### src/rtl/adc_hold_scheduler.sv
// Arms after HOLD_PRESSES hold ticks, captures the next valid ADC sample and freezes it until release or timeout.
// All outputs are registered; a capture is visible one clock after the sampling edge. There is no backpressure.
module adc_hold_scheduler #(
  parameter int DATA_W       = 12,
  parameter int CNT_W        = 2,
  parameter int HOLD_PRESSES = 4,
  parameter int MIN_HOLD_CYC = 1000,
  parameter int TIMEOUT_CYC  = 0,
  parameter int TMR_W        = 32
) (
  input  logic              clk_i,
  input  logic              rst_i,
  input  logic              hold_tick_i,
  input  logic              release_tick_i,
  input  logic              sample_valid_i,
  input  logic [DATA_W-1:0] sample_data_i,
  output logic              hold_enable_o,
  output logic [CNT_W-1:0]  hold_count_o,
  output logic [DATA_W-1:0] held_data_o,
  output logic              held_valid_o,
  output logic [1:0]        state_o
);

  typedef enum logic [1:0] {
    IDLE  = 2'd0,
    ARMED = 2'd1,
    HOLD  = 2'd2
  } state_t;

  localparam logic [CNT_W-1:0] LAST_PRESS = CNT_W'(HOLD_PRESSES - 1);
  localparam logic [TMR_W-1:0] MIN_M1     = TMR_W'(MIN_HOLD_CYC - 1);
  localparam logic             TMO_EN     = (TIMEOUT_CYC != 0);
  localparam logic [TMR_W-1:0] TMO_M1     = TMO_EN ? TMR_W'(TIMEOUT_CYC - 1) : '0;

  state_t              state_q, state_d;
  logic [CNT_W-1:0]    hold_count_q, hold_count_d;
  logic                hold_enable_q, hold_enable_d;
  logic [DATA_W-1:0]   held_data_q, held_data_d;
  logic                held_valid_q, held_valid_d;
  logic [TMR_W-1:0]    timer_q, timer_d;

  always_ff @(posedge clk_i) begin
    if (rst_i) begin
      state_q       <= IDLE;
      hold_count_q  <= '0;
      hold_enable_q <= 1'b0;
      held_data_q   <= '0;
      held_valid_q  <= 1'b0;
      timer_q       <= '0;
    end else begin
      state_q       <= state_d;
      hold_count_q  <= hold_count_d;
      hold_enable_q <= hold_enable_d;
      held_data_q   <= held_data_d;
      held_valid_q  <= held_valid_d;
      timer_q       <= timer_d;
    end
  end

  always_comb begin
    state_d       = state_q;
    hold_count_d  = hold_count_q;
    hold_enable_d = hold_enable_q;
    held_data_d   = held_data_q;
    held_valid_d  = held_valid_q;
    timer_d       = timer_q;
    case (state_q)
      IDLE: begin
        // Release beats a simultaneous hold tick.
        if (release_tick_i) begin
          hold_count_d = '0;
        end else if (hold_tick_i) begin
          if (hold_count_q == LAST_PRESS) begin
            hold_count_d = '0;
            state_d      = ARMED;
          end else begin
            hold_count_d = hold_count_q + CNT_W'(1);
          end
        end
      end
      ARMED: begin
        hold_count_d = '0;
        if (release_tick_i) begin
          state_d = IDLE;
        end else if (sample_valid_i) begin
          held_data_d   = sample_data_i;
          held_valid_d  = 1'b1;
          hold_enable_d = 1'b1;
          timer_d       = '0;
          state_d       = HOLD;
        end
      end
      HOLD: begin
        if (timer_q != '1) timer_d = timer_q + TMR_W'(1);
        // Early release pulses are dropped, not remembered.
        if ((release_tick_i && (timer_q >= MIN_M1)) || (TMO_EN && (timer_q == TMO_M1))) begin
          hold_enable_d = 1'b0;
          hold_count_d  = '0;
          state_d       = IDLE;
        end
      end
      default: begin
        hold_enable_d = 1'b0;
        hold_count_d  = '0;
        state_d       = IDLE;
      end
    endcase
  end

  assign hold_enable_o = hold_enable_q;
  assign hold_count_o  = hold_count_q;
  assign held_data_o   = held_data_q;
  assign held_valid_o  = held_valid_q;
  assign state_o       = state_q;

endmodule
### config.mk
export PLATFORM = sky130hd
export DESIGN_NAME = adc_hold_scheduler
export DESIGN_NICKNAME = d
export VERILOG_FILES = /design/src/rtl/adc_hold_scheduler.sv
export SDC_FILE = /design/constraint.sdc
export NUM_CORES = 1
export LEC_CHECK = 0
export BUFFER_PORTS_ARGS = -buffer_cell sky130_fd_sc_hd__buf_2
export CAP_MARGIN = 5
export CORE_MARGIN = 1.5
export CORE_UTILIZATION = 60
export DETAILED_ROUTE_END_ITERATION = 8
export PLACE_DENSITY = 0.85
export SLEW_MARGIN = 10
export SYNTH_ARGS = -nofsm -noshare
export SYNTH_HDL_FRONTEND = slang
export SYNTH_SLANG_ARGS = --single-unit
### constraint.sdc
create_clock -name clk_i -period 3.8 [get_ports clk_i]
set_input_delay 0 -clock clk_i [delete_from_list [all_inputs] [get_ports clk_i]]
set_output_delay 0 -clock clk_i [all_outputs]
set_load 0.05 [all_outputs]
## After elaboration in Yosys (flattened, before gate mapping)

Index checks and enable logic that the tools add are counted.

| operators by class | value |
|---|---|
| $lt $le $gt $ge | 1 |
| add/sub/neg operators | 2 |
| reductions and logical operators | 8 |
| bitwise operators | 2 |
| muxes and demuxes | 19 |
| equality and inequality tests | 13 |

Operator list:

| kind | count |
|---|---|
| $mux W32 | 3 |
| $pmux W32 S2 | 1 |
| $add A32 B1 Y32 const B | 1 |
| $ge A32 B10 Y1 const B | 1 |
| $ne A32 B32 Y1 const B | 1 |
| $mux W2 | 9 |
| $ne A2 B2 Y1 const B | 7 |
| $reduce_and A4 Y1 | 2 |
| $ne A3 B3 Y1 const B | 2 |
| $pmux W2 S3 | 1 |
| $reduce_and A5 Y1 | 1 |
| $eq A2 B2 Y1 const B | 2 |
| $pmux W2 S2 | 1 |
| $mux W1 | 3 |
| $pmux W1 S3 | 1 |
| $reduce_and A3 Y1 | 1 |
| $add A2 B1 Y2 const B | 1 |
| $eq A2 B1 Y1 const B | 1 |
| $logic_not A2 Y1 | 1 |
| $not A1 Y1 | 2 |
| $reduce_and A2 Y1 | 1 |
| $reduce_bool A2 Y1 | 1 |
| $logic_and A1 B1 Y1 | 1 |

| storage, ports and cells | value |
|---|---|
| output and inout bits | 18 |
| logic and storage cells | 51 |
| flip-flop bits (word level) | 50 |
| input bits | 17 |

## Longest topological paths before layout

| logic depth | value |
|---|---|
| depth in word-level cells | 5 |
| mapped depth | 8 |
| mapped depth without buffers | 6 |

## Worst setup path after synthesis

No wires, ideal clock.

| timing path | value |
|---|---|
| kind | reg2reg |
| start point | register state_q[1], in the netlist state_o[1] |
| end point | register timer_q[28] |
| stages on the path, launching flop included | 7 |
| path buffers | 1 |
| slack | 1.481 ns |
| arrival | 2.245 ns |
| data required time | 3.726 ns |
| cells stage by stage | dfxtp_1 nor2b_1 clkbuf_1 o31ai_1 a2111oi_4 or4b_1 o21ai_0 |

| between the ends | value |
|---|---|
| word-level cells in the longest chain between the ends | 3 |

RTL lines:

| item | line | text |
|---|---|---|
| start: declaration | 35 | `state_t state_q, state_d;` |
| start signal: assignment | 51 | `state_q <= state_d;` |
| $eq A2 B2 Y1 or $eq A2 B1 Y1 (tied branches) | 67 | `case (state_q)` |
| $ne A2 B2 Y1 (no line) or $reduce_bool A2 Y1 (tied branches) | -- |  |
| $reduce_and A4 Y1 (no line) | -- |  |
| end signal: assignment | 56 | `timer_q <= timer_d;` |
| end: declaration | 40 | `logic [TMR_W-1:0] timer_q, timer_d;` |

Parallel ways exist; a longest one is shown, timed or not.
A chain may end at the register's enable or synchronous reset.

## Worst setup path after layout

| timing path | value |
|---|---|
| start point | register state_q[1], in the netlist state_o[1] |
| end point | register timer_q[22] |

The elaborated chain is that of the path after synthesis.

==> results.cfg <==
[run_status]
outcome = finished clean

[routing]
drt-initial-drc-count = 183
final_antenna_net_count = 0
vias_per_cell = 6.17
wl_mm = 6.06
wl_per_cell_microns = 15.3
dr.pass1.iters = 4
via_count = 2442
drc = 0

[synthesis]
synthesis.nets = 321
synthFlopType = dfxtp_1
ys_ff_latch = 50
synthCells = 302
async_flop_share_pct = 0
syn_area_per_cell_sq_um = 8.10
ys_warn_count = 0
synth_edf_count = 0
syn_area_sq_um = 2450
synthDistinctLibCells = 46
synth_seq_area_share_pct = 40.9

[clock_network]
cts_buffers = 5
cts.clk_slew.worst_paths_ns = 0.09
cts_max_level = 2
clock_sinks = 50
insertion_delay_ns = 0.31
clock_path_buffers = 2
cts_tree = yes
root_buffer = clkbuf_8
post_cts_buffers = 0

[sta]
fin_crit_sh_pct = 67.8
setup-tns-final_ns = 0
finalSetupViolCount = 0
fmax_mhz = 388
fin_crit_ns = 2.58
fin_ws_ns = 1.22
rsz0062_at_grt = no
slew_headroom_pct = 48.4
worstMarginPinSlew_ns = 0.769
maxSlewViolCount = 0
clock_skew_ns = 0.00562
hold_violations = 0

[power_and_ir_drop]
leakage_nw = 1.01
power_density_nw_per_um2 = 347
design_power_total_mw = 1.01
vdd.ir_drop.worst_mv = 0.293

[floorplanning]
chipWidth_microns = 66.9
fp.dieH_microns = 66.9
rows = 23
io_pins = 35
start_util_pct = 61.6
core_sq_um = 3970
dieArea_sq_um = 4470

[placement]
io_buffer_count = 34
placed_area_sq_um = 2650
gp_congestion = 0.909
dp_hpwl_mm = 3.83
post-place-ws_ns = 1.33

[min_path]
hold_class = in2reg
hold_depth = 3
hp-start = sample_valid_i
hold_end = state_o[0]$_SDFFE_PP0P_

[global_routing]
gr-total-overflow = 0
grt_max_degree = 41
antenna_found_initial = 0
grt_pass1_vias = 2233
grt_pass1_wl_mm = 10.0
grt_use_total_pct = 29.5

[cells_and_area]
area_growth_pct = 19.3
finish.instance_area_sq_um = 2920
finalNetCount = 364
final_common_cell = nand2_1
final_cell_mix = 51 x nand2_1, 50 x dfxtp_1, 38 x a21oi_1
diodes = 0
drive_gt1_share_pct = 16.5
nFillCells = 294
multi_input_area_sq_um = 1380
seq_area_sq_um = 1000

[critical_path]
crit_path_end_kind = register
reg2reg_to = timer_q[22]$_SDFFE_PP0P_
path_max_fanout = 40
worstSetupStartpointType = register
cp.required_ns = 4.04
crit_buf_inv = 0
reg2reg_slack_ns = 1.22
cp.arrival_ns = 2.82
r2r_start = state_o[1]$_SDFFE_PP0P_
cp_top_family = simple AND/OR/NAND/NOR gates
worstSetupPathType = reg2reg
crit_path_top_delay_cell = nor2b_1
slowest_delay_ns = 0.60
path_cells = nor2b_1 -> nor2_1 -> a31o_2 -> or4_1 -> a21oi_1
worst-r2r-cell-count = 5

[job]
max_cap_violations = 0
## sequential cells by signal (all words and copies together), names as in the netlist
| name | flops |
|---|---|
| hold_count_o | 2 |
| held_valid_o | 1 |
| hold_enable_o | 1 |
| held_data_o | 12 |
| state_o | 2 |
| timer_q | 32 |
## metal layers
metal | vias up | global-route usage (%) | part of all wire [%]
li1 | 1217 | - | -
met4 | 0 | 11.5 | 2.0
met2 | 78 | 50.6 | 50
met1 | 1134 | 35.4 | 43
met5 | - | 0 | 0
met3 | 13 | 6.76 | 4.8
## worst max path at each step
stage / to / startpoint / slack [ns] / depth (start not counted)
finish: timer_q[22]$_SDFFE_PP0P_ / state_o[1]$_SDFFE_PP0P_ / 1.22 / 5
global route: timer_q[22]$_SDFFE_PP0P_ / state_o[1]$_SDFFE_PP0P_ / 0.95 / 5
CTS: timer_q[22]$_SDFFE_PP0P_ / state_o[1]$_SDFFE_PP0P_ / 1.27 / 5
floorplan: timer_q[28]$_SDFFE_PP0P_ / state_o[1]$_SDFFE_PP0P_ / 1.48 / 6
detailed placement: timer_q[22]$_SDFFE_PP0P_ / state_o[1]$_SDFFE_PP0P_ / 1.33 / 5
global placement: timer_q[14]$_SDFFE_PP0P_ / state_o[1]$_SDFFE_PP0P_ / 1.39 / 5
## kinds of logic after synthesis
| family | count (synthesis) | share of synthesized area, % |
|---|---|---|
| simple gates | 149 | 33.2 |
| mux | 2 | 0.870 |
| fa+ha+maj | 2 | 1.02 |
| compound gates | 76 | 19.1 |
| flops | 50 | 40.9 |
| xor+xnor | 6 | 2.15 |
| buf+inv | 17 | 2.76 |
## synth_stat cells (3+ instances only)
cell type,number,area (sq um)
nor2_1,17,63.8
or4_1,8,60.1
nand2_1,51,191
clkbuf_1,10,37.5
a21oi_1,38,190
dfxtp_1,50,1000
o31ai_1,8,60.1
or3_1,17,106
o21ai_0,16,80.1
nand4_1,12,75.1
a31oi_1,6,37.5
nand3_1,8,40.0
nor4_1,7,43.8
inv_1,3,11.3
and3_1,5,31.3
nor3_1,5,25.0
xnor2_1,6,52.6
## report_power, final
part | internal, mW | switching, mW
Combinational | 0.0189 | 0.0201
Clock | 0.264 | 0.185
Sequential | 0.524 | 0.000819
## worst register-to-register path: cells and delay by family (launching register included)
kind / cells / cell delay, ns
AO/OA/AOI/OAI: 2 / 0.64
flip-flops: 1 / 0.47
AND/OR/NAND/NOR: 3 / 1.40
## repair_timing
action | 4_1_cts | 5_1_grt
endpoints found under the hold margin | 13 | 0
gates resized for setup | 0 | 0
hold buffers | 13 | 0
## metrics by stage
stage               hold WS (ns)  std cells  util, %
global route              0.0229        396     73.5
global placement           0.240        375     66.8
floorplan                 0.0761        302        -
detailed placement         0.250        375     66.8
CTS                       0.0107        396     73.5
finish                    0.0156        396     73.5
## area by class of cell
type / count / area share (%)
clock inverters: 3 / 2.36
inverters: 3 / 0.386
repair buffers: 50 / 11.1
clock buffers: 5 / 2.36
well taps: 50 / 2.14
flip-flops and latches: 50 / 34.3
multi-input cells: 235 / 47.4
Note: power is estimated with default switching activity, not from simulation.
